===== config.mk =====
export PLATFORM = sky130hd
export DESIGN_NAME = sram_bus_arbiter
export DESIGN_NICKNAME = d
export VERILOG_FILES = /design/src/rtl/sram_bus_arbiter_pkg.sv /design/src/rtl/req_id_fifo.sv /design/src/rtl/sram_bus_arbiter.sv
export SDC_FILE = /design/constraint.sdc
export NUM_CORES = 1
export LEC_CHECK = 0
export ABC_AREA = 0
export CAP_MARGIN = 30
export CORE_AREA = 2 2 126 128
export CTS_BUF_LIST = sky130_fd_sc_hd__clkbuf_16
export DETAILED_ROUTE_END_ITERATION = 6
export DIE_AREA = 0 0 128 130
export GPL_TIMING_DRIVEN = 0
export SLEW_MARGIN = 40
export SYNTH_ARGS = -nofsm -noshare
export SYNTH_HDL_FRONTEND = slang
export SYNTH_SLANG_ARGS = --single-unit

===== constraint.sdc =====
create_clock -name clk -period 2.4 [get_ports clk]
set_clock_uncertainty 0.05 [all_clocks]
set_input_delay 0.24 -clock clk [delete_from_list [all_inputs] [get_ports clk]]
set_output_delay 0.24 -clock clk [all_outputs]
set_load 0.01 [all_outputs]

===== src/rtl/sram_bus_arbiter_pkg.sv =====
// Shared IDs, SRAM size codes, grant-lock states and request payload for sram_bus_arbiter.
package sram_bus_arbiter_pkg;

    localparam logic REQ_ID_INST = 1'b0;
    localparam logic REQ_ID_DATA = 1'b1;

    localparam logic [1:0] SRAM_SIZE_B = 2'd0;
    localparam logic [1:0] SRAM_SIZE_H = 2'd1;
    localparam logic [1:0] SRAM_SIZE_W = 2'd2;

    localparam int unsigned DATA_W  = 32;
    localparam int unsigned STRB_W  = 4;

    typedef enum logic [1:0] {
        ARB_IDLE      = 2'd0,
        ARB_LOCK_INST = 2'd1,
        ARB_LOCK_DATA = 2'd2
    } arb_state_e;

    // Address-independent request fields carried alongside the address.
    typedef struct packed {
        logic              wr;
        logic [1:0]        size;
        logic [STRB_W-1:0] wstrb;
        logic [DATA_W-1:0] wdata;
    } req_fields_t;

endpackage


===== src/rtl/req_id_fifo.sv =====
// In-order FIFO of 1-bit requester IDs for accepted-but-unanswered bus transactions.
module req_id_fifo #(
    parameter int unsigned DEPTH = 4
) (
    input  logic clk,
    input  logic reset,
    input  logic push,
    input  logic push_id,
    input  logic pop,
    output logic head,
    output logic full,
    output logic empty
);

    localparam int unsigned PTR_W = $clog2(DEPTH);
    localparam int unsigned CNT_W = PTR_W + 1;

    logic             mem [DEPTH];
    logic [PTR_W-1:0] wr_ptr;
    logic [PTR_W-1:0] rd_ptr;
    logic [CNT_W-1:0] count;
    logic             do_push;
    logic             do_pop;

    assign full    = (count == CNT_W'(DEPTH));
    assign empty   = (count == '0);
    assign do_push = push && !full;
    // Pop sees only registered occupancy, so a same-cycle push into an empty FIFO is not bypassed.
    assign do_pop  = pop && !empty;
    assign head    = mem[rd_ptr];

    always_ff @(posedge clk) begin
        if (reset) begin
            wr_ptr <= '0;
            rd_ptr <= '0;
            count  <= '0;
        end else begin
            if (do_push) wr_ptr <= wr_ptr + PTR_W'(1);
            if (do_pop)  rd_ptr <= rd_ptr + PTR_W'(1);
            case ({do_push, do_pop})
                2'b10:   count <= count + CNT_W'(1);
                2'b01:   count <= count - CNT_W'(1);
                default: count <= count;
            endcase
        end
    end

    always_ff @(posedge clk) begin
        if (do_push) mem[wr_ptr] <= push_id;
    end

endmodule


===== src/rtl/sram_bus_arbiter.sv =====
// Shares one SRAM-like port between fetch (inst) and load/store (data) with grant locking.
// Define ARB_ROUND_ROBIN_EN for round-robin arbitration; default is fixed data-over-inst priority.
module sram_bus_arbiter
    import sram_bus_arbiter_pkg::*;
#(
    parameter int unsigned OUT_DEPTH = 4,
    parameter int unsigned ADDR_W    = 32
) (
    input  logic              clk,
    input  logic              reset,

    input  logic              inst_req,
    input  logic              inst_wr,
    input  logic [1:0]        inst_size,
    input  logic [STRB_W-1:0] inst_wstrb,
    input  logic [ADDR_W-1:0] inst_addr,
    input  logic [DATA_W-1:0] inst_wdata,
    output logic              inst_addr_ok,
    output logic              inst_data_ok,
    output logic [DATA_W-1:0] inst_rdata,

    input  logic              data_req,
    input  logic              data_wr,
    input  logic [1:0]        data_size,
    input  logic [STRB_W-1:0] data_wstrb,
    input  logic [ADDR_W-1:0] data_addr,
    input  logic [DATA_W-1:0] data_wdata,
    output logic              data_addr_ok,
    output logic              data_data_ok,
    output logic [DATA_W-1:0] data_rdata,

    output logic              bus_req,
    output logic              bus_wr,
    output logic [1:0]        bus_size,
    output logic [STRB_W-1:0] bus_wstrb,
    output logic [ADDR_W-1:0] bus_addr,
    output logic [DATA_W-1:0] bus_wdata,
    input  logic              bus_addr_ok,
    input  logic              bus_data_ok,
    input  logic [DATA_W-1:0] bus_rdata
);

    arb_state_e  state_q;
    arb_state_e  state_d;
    logic        locked;
    logic        lock_owner;
    logic        winner;
    logic        sel;
    logic        sel_req;
    logic        acc;
    logic        pop;
    logic        fifo_head;
    logic        fifo_full;
    logic        fifo_empty;
    req_fields_t inst_fields;
    req_fields_t data_fields;
    req_fields_t sel_fields;

    assign locked     = (state_q != ARB_IDLE);
    assign lock_owner = (state_q == ARB_LOCK_DATA) ? REQ_ID_DATA : REQ_ID_INST;

`ifdef ARB_ROUND_ROBIN_EN
    // rr_q names the requester preferred on the next contested grant.
    logic rr_q;

    always_ff @(posedge clk) begin
        if (reset)    rr_q <= REQ_ID_DATA;
        else if (acc) rr_q <= ~sel;
    end

    assign winner = (inst_req && data_req) ? rr_q
                  : (data_req ? REQ_ID_DATA : REQ_ID_INST);
`else
    assign winner = data_req ? REQ_ID_DATA : REQ_ID_INST;
`endif

    // A locked grant is never switched until its address phase is accepted.
    assign sel     = locked ? lock_owner : winner;
    assign sel_req = (sel == REQ_ID_DATA) ? data_req : inst_req;
    assign bus_req = sel_req && !fifo_full;
    assign acc     = bus_req && bus_addr_ok;
    assign pop     = bus_data_ok && !fifo_empty;

    assign inst_fields = '{wr: inst_wr, size: inst_size, wstrb: inst_wstrb, wdata: inst_wdata};
    assign data_fields = '{wr: data_wr, size: data_size, wstrb: data_wstrb, wdata: data_wdata};
    assign sel_fields  = (sel == REQ_ID_DATA) ? data_fields : inst_fields;

    assign bus_wr    = sel_fields.wr;
    assign bus_size  = sel_fields.size;
    assign bus_wstrb = sel_fields.wstrb;
    assign bus_wdata = sel_fields.wdata;
    assign bus_addr  = (sel == REQ_ID_DATA) ? data_addr : inst_addr;

    assign inst_addr_ok = acc && (sel == REQ_ID_INST);
    assign data_addr_ok = acc && (sel == REQ_ID_DATA);

    // Responses return in issue order; the FIFO head names the owner.
    assign inst_data_ok = pop && (fifo_head == REQ_ID_INST);
    assign data_data_ok = pop && (fifo_head == REQ_ID_DATA);
    assign inst_rdata   = bus_rdata;
    assign data_rdata   = bus_rdata;

    always_ff @(posedge clk) begin
        if (reset) state_q <= ARB_IDLE;
        else       state_q <= state_d;
    end

    // Lock on an offered-but-unaccepted request; hold while stalled (e.g. FIFO full).
    always_comb begin
        state_d = state_q;
        if (acc) begin
            state_d = ARB_IDLE;
        end else if (bus_req) begin
            state_d = (sel == REQ_ID_DATA) ? ARB_LOCK_DATA : ARB_LOCK_INST;
        end
    end

    req_id_fifo #(
        .DEPTH (OUT_DEPTH)
    ) u_req_id_fifo (
        .clk     (clk),
        .reset   (reset),
        .push    (acc),
        .push_id (sel),
        .pop     (pop),
        .head    (fifo_head),
        .full    (fifo_full),
        .empty   (fifo_empty)
    );

endmodule

==> impl.org, run 1 <==
** Cells and area
- Cells fill 35.1% of the core in the end.
- Most common library cell in the layout ignoring fill and taps :: sky130_fd_sc_hd__clkdlybuf4s50_1
- Fraction of final layout cells sized beyond drive strength 1 :: 14.1%
- Commonest cells after routing, fill and taps aside :: sky130_fd_sc_hd__clkdlybuf4s50_1 (283), sky130_fd_sc_hd__nand2_1 (218), sky130_fd_sc_hd__buf_4 (69)
- Signed area change from the synthesized netlist to the final layout :: 156%
- The number of antenna diodes in the final layout is 0.
- Number of nets at the end of the flow :: 847

** STA
- The final number of max-transition violations is 0.
- Worst slew slack as a fraction of its limit :: 69.9%
- For the pin with the worst max-slew slack, the measured transition is 452 ps.
- Dividing the final minimum period by the clock period gives 93.6%.
- Setup violations remaining at the end of the flow were counted as 0.
- The worst path in the final design needs a cycle of 2250 ps, including I/O delays and setup.
- Timing would allow up to 445 MHz.
- The total count of hold-check failures in the final report was 0.

** Clock tree
- Clock latency on the worst-skew pair :: 240 ps
- Worst-case clock buffer depth :: 2
- Root Driver :: sky130_fd_sc_hd__clkbuf_16
- TritonCTS built the clock tree.
- In this run, CTS created clock tree buffers numbering 3.
- The number of hold buffers added after CTS was 0.
- Clock-pin slew was measured on the worst setup and hold paths at 50 ps.
- CTS HTree Levels :: 1
- CTS saw 15 sinks.

** Pwr
- Cell internal power was estimated by the tool at 1.53 mW.
- Peak supply drop :: 0.244 mV
- In this run the power density over the cells is 437 mW/mm².
- The clock network burns 13.6% of the power.
- Proportion of total power due to net switching :: 35.4%
- Summed over all cells, the static leakage comes to 2.53 nW.
- The design draws 2.36 mW.
- Net switching power :: 0.838 mW
- Logic gate share of total power :: 71.0%
- Sequential cells burn 15.4% of the power.

** Yosys
- Cell count after synthesis :: 369
- Average size of a mapped cell :: 5.73 µm²
- Total of warnings raised by yosys :: 0
- Sequential area share after synthesis :: 16.1%
- The synthesized netlist devotes 1.66% of its cell area to XOR and XNOR gates.
- Fraction of the mapped netlist area in simple logic gates :: 44.6%
- Synth unique cells :: 32
- Counting every net in the synthesized netlist gives 555.
- After Yosys synthesis, full adders, half adders and majority gates account for 3.91% of the synthesized area.
- Compound-Gate Fraction of Synth Area :: 2.66%
- Area of the mapped netlist :: 0.00211 mm²
- Biggest area consumer among synthesized cells :: sky130_fd_sc_hd__nand2_1
- After synthesis, the largest family of logic cells by area is simple AND/OR/NAND/NOR gates.
- Share of Yosys cell area claimed by the top area cell type :: 38.7%
- In the post-synthesis netlist, the biggest area contributors are sky130_fd_sc_hd__nand2_1 (39%), sky130_fd_sc_hd__buf_4 (23%), sky130_fd_sc_hd__dfxtp_1 (10%).
- Mux cell area share after synthesis :: 2.25%
- After synthesis the netlist holds a flip-flop and latch count of 15.

** Job
- Number of max-capacitance violations reported :: 0

** Place
- Detailed placement ended at an HPWL of 8680 µm.
- At the end of routability-driven placement, the weighted congestion stood at 0.741.
- In this run the tool buffered the top-level ports with 287 buffer cells.

** GRT
- In this run the most used layer during global routing was met2.
- The number of antenna violations at the first check in global routing came to 0.
- GRT Total Usage :: 11.0%
- For met3 alone, demand over resource in global routing was 2.05%.
- Met2 Usage GRT :: 20.2%
- Maximum number of pins on one net before global-route repair :: 14
- Overflow left after global routing :: 0
- The first global-routing pass estimated 14,500 µm of wire.
- In the global route stage, met1 resource usage came out at 13.6%.
- Number of global-route vias before repair :: 2,822

** Worst setup path
- Critical path capture point type :: flip-flop
- By startpoint and endpoint, the worst setup path is classified as reg2reg.
- Crit path cell chain :: inv_1, nand3_4, and3_1, buf_6, inv_1, ha_1, inv_1, fa_1, xor2_1, or3_1, a21oi_1
- Worst path top cell family by delay :: simple AND/OR/NAND/NOR gates
- At the worst endpoint, the required time is 2520 ps.
- Kind of start point of the critical path :: flip-flop
- Of all nets on the critical path, the largest fanout is 9.
- Reg-to-reg setup timing slack :: 150 ps
- In this run the critical register-to-register path is captured at u_req_id_fifo.count[2].
- At the worst endpoint, the arrival time is 2370 ps.
- Among the stages of the critical path, the cell type that occurs most often is sky130_fd_sc_hd__inv_1.
- Max stage delay on crit path :: 370 ps
- WP buf/inv :: 4
- The startpoint identified for the worst register-to-register timing path is u_req_id_fifo.count[1].
- Number of cell instances on the worst register-to-register path :: 11
- Max stage delay cell, worst path :: sky130_fd_sc_hd__fa_1

** Drt
- Post-DR vias/cell :: 3.62
- Once detail routing completed, the nets flagged for antenna violations numbered 0.
- For this block, the via count after detailed routing is 3,081.
- Number of iterations in the first detailed-routing pass :: 4
- Starting DRT DRC Count :: 82
- For this run, design rule violations remaining after detail routing come to 0.
- In the final routed layout, each cell accounts on average for 12.1 µm.
- Wire length reported by the detailed router :: 10,300 µm

** Floorplanning
- Number of core rows :: 46
- Measured along the x axis, the die boundary spans 128 µm.
- Effective utilization at floorplan :: 13.7%
- In this run the vertical extent of the chip is 130 µm.
- The floorplan step defined a die boundary enclosing 0.0166 mm².
- In this run the count of I/O pins placed on the die edge is 320.
- After floorplanning, the core was sized to cover 0.0154 mm².

** Worst hold path
- Origin of the worst min-delay path :: data_req
- Number of cells traversed by the worst hold path :: 4
- Worst hold-check path type :: in2reg
- Capture endpoint of the worst hold path :: state_q[0]

** Run status
- Status :: finished, final reports clean
power by group through the flow:
stage | clock, mW | combinational (mW) | sequential (mW)
after global routing | 0.343 | 1.84 | 0.374
after floorplan | 0 | 0.738 | 0.356
after CTS | 0.330 | 1.68 | 0.362
final | 0.322 | 1.68 | 0.365
after global placement | 0 | 1.65 | 0.365
after detailed placement | 0 | 1.65 | 0.367
synthesized netlist by cell type:
master and instances:
sky130_fd_sc_hd__a21oi_1 2, sky130_fd_sc_hd__a31oi_1 1, sky130_fd_sc_hd__a32o_1 1, sky130_fd_sc_hd__and2_1 6
sky130_fd_sc_hd__and3_1 1, sky130_fd_sc_hd__buf_1 2, sky130_fd_sc_hd__buf_2 13, sky130_fd_sc_hd__buf_4 64
sky130_fd_sc_hd__buf_6 1, sky130_fd_sc_hd__clkbuf_1 1, sky130_fd_sc_hd__dfxtp_1 11, sky130_fd_sc_hd__edfxtp_1 4
sky130_fd_sc_hd__fa_1 1, sky130_fd_sc_hd__ha_1 5, sky130_fd_sc_hd__inv_1 10, sky130_fd_sc_hd__inv_2 1
sky130_fd_sc_hd__mux2_4 1, sky130_fd_sc_hd__mux2i_1 1, sky130_fd_sc_hd__mux4_2 1, sky130_fd_sc_hd__nand2_1 218
sky130_fd_sc_hd__nand2b_2 1, sky130_fd_sc_hd__nand3_2 1, sky130_fd_sc_hd__nor2_1 9, sky130_fd_sc_hd__nor2b_1 2
sky130_fd_sc_hd__nor3_1 2, sky130_fd_sc_hd__o21ai_0 1, sky130_fd_sc_hd__o21ai_2 1, sky130_fd_sc_hd__o21bai_1 1
sky130_fd_sc_hd__o31a_1 1, sky130_fd_sc_hd__or3_1 1, sky130_fd_sc_hd__xnor2_1 1, sky130_fd_sc_hd__xor2_1 3
logic make-up (layout without fill, tap and decap cells):
family,Yosys count,after routing
muxes,3,3
and+or+nand+nor,241,241
adders and majority gates,6,6
xor gates and xnor gates,4,4
AOI/OAI and AO/OA,8,8
buffers and inverters,92,383
DFF,15,15
how the worst max path moves through the flow:
stage                                start                     end  cells after the start
floorplan           u_req_id_fifo.count[0]  u_req_id_fifo.count[2]                     11
global placement                  data_req             bus_addr[1]                      7
detailed placement                data_req             bus_addr[1]                      7
CTS                               data_req           bus_wdata[28]                      8
global route        u_req_id_fifo.count[1]  u_req_id_fifo.count[2]                     11
finish              u_req_id_fifo.count[1]  u_req_id_fifo.count[2]                     11
worst reg2reg max path: stages (launching register included):
cell,delay (ps)
sky130_fd_sc_hd__dfxtp_1,320
sky130_fd_sc_hd__inv_1,130
sky130_fd_sc_hd__nand3_4,110
sky130_fd_sc_hd__and3_1,210
sky130_fd_sc_hd__buf_6,130
sky130_fd_sc_hd__inv_1,50
sky130_fd_sc_hd__ha_1,160
sky130_fd_sc_hd__inv_1,60
sky130_fd_sc_hd__fa_1,370
sky130_fd_sc_hd__xor2_1,150
sky130_fd_sc_hd__or3_1,300
sky130_fd_sc_hd__a21oi_1,140
layout make-up:
cell class                 count  area, µm²
buffer                        81        638
clock buffer                   3       75.1
clock inverter                 1       5.00
fill                        1616      10000
inverter                      11       43.8
multi-input combinational    262       1180
sequential                    15        342
tap                          192        240
timing repair buffer         287       2880
layer usage:
layer | up-vias | wire length, µm
li1 | 1630 | -
met1 | 1285 | 4210
met2 | 161 | 5190
met3 | 5 | 848
met4 | 0 | 51
met5 | - | 0
timing repair:
| action | 4_1_cts | 5_1_grt |
|---|---|---|
| buffers inserted | 0 | 0 |
| setup endpoints to repair | 70 | 69 |
| cloned | 0 | 0 |
| resized for setup | 15 | 22 |
| hold endpoints to repair | 0 | 0 |
stage by stage:
step	cell area (µm²)	TNS, ps	hold slack (ps)	instances	setup slack, ps
2_1_floorplan	2110	0	379	369	259
5_1_grt	5410	-4.67	440	852	-4.67
4_1_cts	5350	-0.207	462	852	-0.207
6_report	5410	0	400	852	155
3_5_place_dp	5230	-9220	456	848	-282
3_3_place_gp	5230	-10700	443	848	-298
Note: power is estimated with default switching activity, not from simulation.
==> inputs of run 2 (changes only) <==
--- a/config.mk
+++ b/config.mk
@@ -7,12 +7,12 @@
 export LEC_CHECK = 0
 export ABC_AREA = 0
 export CAP_MARGIN = 30
-export CORE_AREA = 2 2 126 128
+export CORE_AREA = 2 2 123 125
 export CTS_BUF_LIST = sky130_fd_sc_hd__clkbuf_16
 export DETAILED_ROUTE_END_ITERATION = 6
-export DIE_AREA = 0 0 128 130
+export DIE_AREA = 0 0 125 127
 export GPL_TIMING_DRIVEN = 0
-export SLEW_MARGIN = 40
+export SLEW_MARGIN = 20
 export SYNTH_ARGS = -nofsm -noshare
 export SYNTH_HDL_FRONTEND = slang
 export SYNTH_SLANG_ARGS = --single-unit
==> constraint.sdc (replaced) <==
create_clock -name clk -period 2.06 [get_ports clk]
set_clock_uncertainty 0.05 [all_clocks]
set_input_delay 0.309 -clock clk [delete_from_list [all_inputs] [get_ports clk]]
set_output_delay 0.309 -clock clk [all_outputs]
set_load 0.01 [all_outputs]
==> run 2 against run 1 <==
  * Total power is 16% higher
  * Largest cell class unchanged
  * Sequential share of layout area hardly changed
  * Register-to-register slack worse by 140 ps
  * Critical path type unchanged
  * Design area is 2.2% higher
  * Die area is 4.6% lower
  * Combinational power is 16% higher
  * Global-route usage is 1.7 points higher
  * Flip-flop and latch count stayed put
  * Sequential power is 19% higher
  * Final cell count is 0.23% lower
  * Largest power group unchanged
==> impl.org, run 2 (same netlist as run 1, synthesis figures left out) <==
** Run status
- The run finished with clean final reports.

** Floorplanning
- Number of top-level pins :: 320 (unchanged)
- Die Ht :: 127 µm (-2.3%)
- The number of rows in the core area is 44 (-4.3%).
- Horiz. Die Dim :: 125 µm (-2.3%)
- The area of the core came to 0.0144 mm² (-6.5%).
- Effective utilization at floorplan :: 14.7% (+0.95 points)
- Die footprint :: 0.0159 mm² (-4.6%)

** GRT
- Overflow left after global routing :: 0 (unchanged)
- The number of global-route vias before repair came to 2,920 (+3.5%).
- The global-route wire length before repair was 16,000 µm (+10%).
- Maximum number of pins on one net before global-route repair :: 14 (unchanged)
- The number of antenna violations at the first check in global routing came to 0 (unchanged).
- The total routing resource utilization after global routing was 12.6% (+1.7 points).

** Cells and area
- ANT cells :: 0 (unchanged)
- The fraction of layout cells with a size suffix above 1 came to 16.4% (+2.3 points).
- Filler cell count in the final layout :: 1,536 (-5.0%)
- Leaving out fill and tap cells, the most frequent cells in the layout are sky130_fd_sc_hd__nand2_1 (218), sky130_fd_sc_hd__clkdlybuf4s50_1 (210), sky130_fd_sc_hd__buf_4 (71).
- Signed area change from the synthesized netlist to the final layout :: 161%
- Number of nets at the end of the flow :: 853 (+0.71%)
- Most common library cell in the layout ignoring fill and taps :: sky130_fd_sc_hd__nand2_1

** Clock tree
- Clock tree from TritonCTS :: built
- Total CTS buffers :: 3 (unchanged)
- The H-tree depth is 1 (unchanged).
- The clock-pin slew on the worst setup and hold paths is 50 ps (about the same).
- The worst-case clock buffer depth came to 2 (unchanged).
- CTS hold repair buffers :: 0 (unchanged)
- The CTS sink count is 15 (unchanged).
- Root Driver :: sky130_fd_sc_hd__clkbuf_16
- The clock network latency to the later pin of the worst-skew pair was 240 ps (about the same).

** Drt
- The remaining antenna violation count after routing is 0 (unchanged).
- Starting DRT DRC Count :: 86 (+4.9%)
- The final routed DRC violation total came to 0 (unchanged).
- Wire length reported by the detailed router :: 11,200 µm (+9.0%)
- DR vias :: 3,159 (+2.5%)
- The detail-routed via count per cell is 3.72 (+2.8%).
- The first-pass iteration count of the detailed router was 4 (unchanged).
- Wire per inst :: 13.2 µm (+9.3%)

** Pwr
- Peak supply drop :: 0.330 mV (+35%)
- Power per cell area :: 498 mW/mm² (+14%)
- The total leakage power was 2.88 nW (+14%).

** Place
- Global placer's final weighted congestion :: 0.751 (+1.4%)
- The worst slack at placement came to -834 ps (-552 ps).
- Port buffer count :: 287 (unchanged)
- The half-perimeter wire length after detailed placement was 9270 µm (+6.8%).

** STA
- The setup slack of the critical path after layout came to 10.1 ps (-145 ps).
- The worst slew margin relative to its limit was 71.1% (+1.2 points).
- The final cycle utilization of the critical path is 99.5% (+6.0 points).
- The final number of max-transition violations is 0 (unchanged).
- Number of setup violations in the final report :: 0 (unchanged)
- The minimum clock period after layout is 2050 ps (-195 ps).
- Slew at the pin closest to its max-slew limit :: 434 ps (-17.8 ps)
- The maximum clock frequency was 488 MHz (+9.5%).
- Setup repair after global routing could not meet its margin everywhere.
- The final hold slack is 431 ps (+31.2 ps).
- Final Hold Fails :: 0 (unchanged)

** Worst setup path
- For this design, the slowest cell found on the critical path is sky130_fd_sc_hd__dfxtp_1.
- Most prevalent standard cell on the critical path :: sky130_fd_sc_hd__inv_2
- STA classifies the critical path endpoint as a flip-flop.
- Kind of start point of the critical path :: flip-flop
- WS Path Type :: reg2reg
- The highest net fanout along the worst path is 8 (-1).
- The data arrival time of the worst path is 2170 ps (-200 ps).
- Critical path required time :: 2180 ps (-340 ps)
- Crit path cell chain :: nand3_4, and3_4, inv_2, ha_4, inv_2, fa_2, xor2_1, or3_1, a21oi_1
- The highest cell delay on the worst timing path was 420 ps (+50 ps).

** Worst hold path
- Worst hold-check path type :: in2reg

** Job
- Number of max-capacitance violations reported :: 0 (unchanged)
==> run 2: cell count changes in the layout (fill, tap and decap cells not counted), moves of 3 or more <==
cell	previous run	this run
sky130_fd_sc_hd__dfxtp_1	10	7
sky130_fd_sc_hd__dlymetal6s2s_1	4	23
sky130_fd_sc_hd__clkbuf_4	3	0
sky130_fd_sc_hd__inv_2	1	4
sky130_fd_sc_hd__clkdlybuf4s15_1	0	3
sky130_fd_sc_hd__dlygate4sd2_1	0	50
sky130_fd_sc_hd__buf_6	7	10
sky130_fd_sc_hd__clkdlybuf4s50_1	283	210
==> run 2: worst paths after layout <==
check	from	endpoint	slack, ps	depth (start not counted)
worst max-delay path	u_req_id_fifo.count[2]	u_req_id_fifo.count[2]	10	9
worst min-delay path	data_req	state_q[0]	430	4
worst max register to register	u_req_id_fifo.count[2]	u_req_id_fifo.count[2]	10	9
worst min register to register	u_req_id_fifo.wr_ptr[1]	u_req_id_fifo.wr_ptr[1]	470	2
==> run 2: cell type report <==
type / instances / area [µm²] / area share (%)
clock inverter: 1 / 3.75 / 0.0680
buffer: 80 / 678 / 12.3
timing repair buffer: 294 / 2920 / 52.8
sequential: 15 / 348 / 6.30
multi-input combinational: 262 / 1220 / 22.0
clock buffer: 3 / 75.1 / 1.36
inverter: 11 / 53.8 / 0.974
tap: 184 / 230 / 4.17
==> run 2: critical path: cells and delay by family (launching register included) <==
kind | cells | cell delay [ps]
buffers and inverters | 2 | 110
xor gates and xnor gates | 1 | 160
and+or+nand+nor | 3 | 660
DFF | 1 | 420
adders and majority gates | 2 | 450
AOI/OAI and AO/OA | 1 | 130
==> run 2: per-stage QoR <==
step                      total power [mW]  instances  instance area [µm²]  util (%)  TNS [ps]
after floorplan                       1.30        369                 2140         -         0
after global placement                2.38        840                 5240      36.3    -48010
after detailed placement              2.38        840                 5240      36.3    -48620
after CTS                             2.76        846                 5400      37.4     -3910
after global routing                  2.98        850                 5520      38.3      -101
final                                 2.75        850                 5520      38.3         0
==> run 2: routing by layer <==
| metal | GRT usage [%] | vias up | part of all wire, % |
|---|---|---|---|
| li1 | - | 1649 | - |
| met1 | 15.6 | 1322 | 40 |
| met2 | 23.2 | 182 | 51 |
| met3 | 2.47 | 6 | 7.7 |
| met4 | 1.70 | 0 | 0.76 |
| met5 | 0 | - | 0 |
==> run 2: power by group <==
group	switching (mW)	leakage [nW]	internal [mW]	total, mW
Clock	0.109	0.0423	0.256	0.365
Sequential	0.0555	0.128	0.380	0.435
Combinational	0.852	2.71	1.10	1.95
Total	1.02	2.88	1.74	2.75
==> run 2: what timing repair did <==
item	in CTS	in global routing
pin swaps	0	2
endpoints found under the setup margin	77	30
gates cloned	1	0
buffers inserted	2	4
hold endpoints to repair	0	0
resized for setup	98	38
==> inputs of run 3 (changes only) <==
--- a/config.mk
+++ b/config.mk
@@ -7,11 +7,12 @@
 export LEC_CHECK = 0
 export ABC_AREA = 0
 export CAP_MARGIN = 30
-export CORE_AREA = 2 2 123 125
+export CORE_AREA = 2 2 126 128
 export CTS_BUF_LIST = sky130_fd_sc_hd__clkbuf_16
 export DETAILED_ROUTE_END_ITERATION = 6
-export DIE_AREA = 0 0 125 127
+export DIE_AREA = 0 0 128 130
 export GPL_TIMING_DRIVEN = 0
+export REMOVE_ABC_BUFFERS = 1
 export SLEW_MARGIN = 20
 export SYNTH_ARGS = -nofsm -noshare
 export SYNTH_HDL_FRONTEND = slang
==> constraint.sdc (replaced) <==
create_clock -name clk -period 2.2 [get_ports clk]
set_clock_uncertainty 0.05 [all_clocks]
set_input_delay 0.33 -clock clk [delete_from_list [all_inputs] [get_ports clk]]
set_output_delay 0.33 -clock clk [all_outputs]
set_load 0.01 [all_outputs]
==> run 3 against run 2 <==
  * Non-clock buffer count down 136
  * Register-to-register slack better by 30 ps
  * Combinational power down 21%
  * Count of clock-buffer cells in the layout unchanged
  * Highest routed layer is now met5
  * Largest cell class unchanged
  * Worst setup slack better by 25 ps
  * Utilization down 10 points
  * Largest power group unchanged
==> impl.org, run 3 (same netlist as run 1, synthesis figures left out) <==
** STA
- The pin slew with the least headroom to its limit is 408 ps (-26.2 ps).
- Post-layout worst setup margin :: 35.3 ps (+25.1 ps)
- The minimum clock period after layout is 2160 ps (+115 ps).
- The final number of max-transition violations was 0 (unchanged).
- Post-route clock period utilization :: 98.4% (-1.1 points)
- The final total negative setup slack came to 0 ps (unchanged).
- Number of setup violations in the final report :: 0 (unchanged)
- Final Hold Fails :: 0 (unchanged)
- Unrepaired setup endpoints after global routing :: true
- Maximum achievable frequency :: 462 MHz (-5.3%)
- Worst slew slack as a fraction of its limit :: 72.7% (+1.7 points)

** Worst setup path
- The buffering stage count on the worst path with inverters included came to 3 (+1).
- By startpoint and endpoint, the worst setup path is classified as reg2reg.
- Max stage delay cell, worst path :: sky130_fd_sc_hd__fa_1
- Critical path required time :: 2320 ps (+140 ps)
- STA classifies the critical path endpoint as a flip-flop.
- Depth of the critical timing path with buffers and inverters included :: 10 (+1)
- In this design, the largest share of critical-path delay is due to simple AND/OR/NAND/NOR gates.
- The data arrival time of the worst path is 2290 ps (+120 ps).
- Number of cell instances on the worst register-to-register path :: 10 (+1)
- The highest cell delay on the worst timing path is 370 ps (-50 ps).
- The worst setup path is launched from a flip-flop.
- The slack of the worst reg-to-reg path was 40 ps (+30 ps).
- Crit path cell chain :: inv_1, nand3_2, and3_4, inv_1, ha_1, inv_1, fa_1, xor2_1, or3_1, a21oi_1
- Most prevalent standard cell on the critical path :: sky130_fd_sc_hd__inv_1
- The highest net fanout along the worst path was 5 (-3).

** Cells and area
- The final non-filler cell area was 0.00435 mm² (-21%).
- The area of combinational cells with multiple inputs was 0.00118 mm² (-2.7%).
- Commonest cells after routing, fill and taps aside :: sky130_fd_sc_hd__nand2_1 (218), sky130_fd_sc_hd__clkdlybuf4s50_1 (154), sky130_fd_sc_hd__dlygate4sd2_1 (52)
- The number of diodes is 0 (unchanged).
- The filler cell count in the final layout was 1,722 (+12%).
- Signed area change from the synthesized netlist to the final layout :: 106%
- The fraction of layout cells with a size suffix above 1 came to 6.20% (-10 points).
- Core utilization of the finished layout :: 28.2% (-10 points)
- The total area of sequential cells was 343 µm² (-1.4%).
- The final net count is 719 (-16%).
- Most common library cell in the layout ignoring fill and taps :: sky130_fd_sc_hd__nand2_1
- Final cell count without fillers :: 724 (-15%)

** Place
- The port buffer count is 223 (-22%).
- The cell area reported after detailed placement is 0.00407 mm² (-22%).
- Global placer's final weighted congestion :: 0.719 (-4.4%)
- The placed instance count is 705 (-16%).
- Post-DP HPWL :: 8480 µm (-8.5%)
- Worst slack at placement :: -738 ps (+96.7 ps)

** GRT
- The global routing met1 resource utilization was 14.9% (-0.71 points).
- The number of global-route vias before repair is 2,546 (-13%).
- The global route total overflow came to 0 (unchanged).
- Maximum number of pins on one net before global-route repair :: 39 (+25)
- The global-route wire length before repair came to 15,100 µm (-6.0%).
- Most crowded layer after global routing :: met2
- Initial antenna violation count :: 0 (unchanged)
- The global-route track usage on met2 is 16.5% (-6.7 points).
- The met3 demand-to-capacity share in global routing came to 8.49% (+6.0 points).
- The total routing resource utilization after global routing is 12.0% (-0.64 points).

** Floorplanning
- The die height is 130 µm (+2.4%).
- The floorplan die area came to 0.0166 mm² (+4.8%).
- Horiz. Die Dim :: 128 µm (+2.4%)
- Number of core rows :: 46 (+4.5%)
- The area of the core is 0.0154 mm² (+6.9%).
- Number of top-level pins :: 320 (unchanged)
- Effective utilization at floorplan :: 13.7% (-0.95 points)

** Job
- The number of max-capacitance violations reported is 0 (unchanged).

** Drt
- The detail-routed net length per standard cell was 15.9 µm (+21%).
- The first-pass iteration count of the detailed router was 4 (unchanged).
- The final routed DRC violation total came to 0 (unchanged).
- Post-DR vias/cell :: 3.85 (+3.5%)
- The total wire length is 11,500 µm (+2.7%).
- The remaining antenna violation count after routing came to 0 (unchanged).
- The total via count in the routed design is 2,784 (-12%).
- The first-iteration detailed-routing DRC count came to 131 (+52%).

** Clock tree
- Clock latency on the worst-skew pair :: 240 ps (about the same)
- TritonCTS built the clock tree.
- The clock-pin slew on the worst setup and hold paths was 50 ps (about the same).
- The worst-case clock buffer depth came to 2 (unchanged).
- CTS HTree Levels :: 1 (unchanged)
- Clock net sink count :: 15 (unchanged)
- The tree is rooted in a sky130_fd_sc_hd__clkbuf_16.
- The number of buffers inserted for hold repair after clock tree synthesis is 0 (unchanged).
- The clock buffer count from CTS is 3 (unchanged).

** Pwr
- Leak pwr :: 2.25 nW (-22%)
- The power density of the placed cells came to 529 mW/mm² (+6.2%).
- Peak supply drop :: 0.337 mV (+2.1%)

** Worst hold path
- Worst hold-check path type :: reg2reg
- The cell depth of the worst hold path was 2 (-2).

** Run status
- The flow ran to the end, and the final reports show no timing, DRC or antenna violations.
run 3: cell types whose count changed in the layout (fill, tap and decap cells not counted), sizes merged, moves of 2 or more:
cell,change
buf,-72
dlymetal6s2s,-6
clkdlybuf4s50,-56
clkdlybuf4s15,-3
dlygate4sd2,+2
run 3: through the flow:
step           hold slack [ps]  power (mW)
2_1_floorplan              349        1.05
5_1_grt                    491        2.51
3_5_place_dp               448        1.92
4_1_cts                    454        2.29
3_3_place_gp               445        1.93
6_report                   450        2.30
run 3: timing repair:
action	in CTS	in global routing
setup buffers	7	4
endpoints found under the setup margin	74	22
gates cloned	2	2
resized for setup	63	24
pin swaps	2	1
run 3: per-layer routing:
metal | routed length [µm] | up-vias
met5 | 161 | -
met4 | 17 | 5
met3 | 1620 | 5
met2 | 5000 | 186
met1 | 4730 | 1216
li1 | - | 1372
run 3: cell type report:
| cell class | count | share of cell area [%] |
|---|---|---|
| clock inverters | 1 | 0.115 |
| repair inverters | 2 | 0.948 |
| inverters | 11 | 1.32 |
| multi-input cells | 262 | 27.2 |
| clock buffers | 3 | 1.72 |
| well taps | 192 | 5.52 |
| flip-flops and latches | 15 | 7.87 |
| repair buffers | 238 | 55.3 |
run 3: worst reg2reg max path, stage by stage (launching register included):
cell,delay (ps)
sky130_fd_sc_hd__dfxtp_1,320
sky130_fd_sc_hd__inv_1,100
sky130_fd_sc_hd__nand3_2,140
sky130_fd_sc_hd__and3_4,230
sky130_fd_sc_hd__inv_1,50
sky130_fd_sc_hd__ha_1,170
sky130_fd_sc_hd__inv_1,60
sky130_fd_sc_hd__fa_1,370
sky130_fd_sc_hd__xor2_1,160
sky130_fd_sc_hd__or3_1,310
sky130_fd_sc_hd__a21oi_1,130
run 3: final timing paths:
kind	startpoint	to
worst max-delay path	u_req_id_fifo.count[1]	u_req_id_fifo.count[2]
worst min-delay path	u_req_id_fifo.wr_ptr[1]	u_req_id_fifo.wr_ptr[1]
worst max register to register	u_req_id_fifo.count[1]	u_req_id_fifo.count[2]
worst min register to register	u_req_id_fifo.wr_ptr[1]	u_req_id_fifo.wr_ptr[1]
run 3: where the power goes:
| group | internal, mW | switching, mW |
|---|---|---|
| combinational | 0.834 | 0.720 |
| clock | 0.242 | 0.108 |
| sequential | 0.352 | 0.0489 |
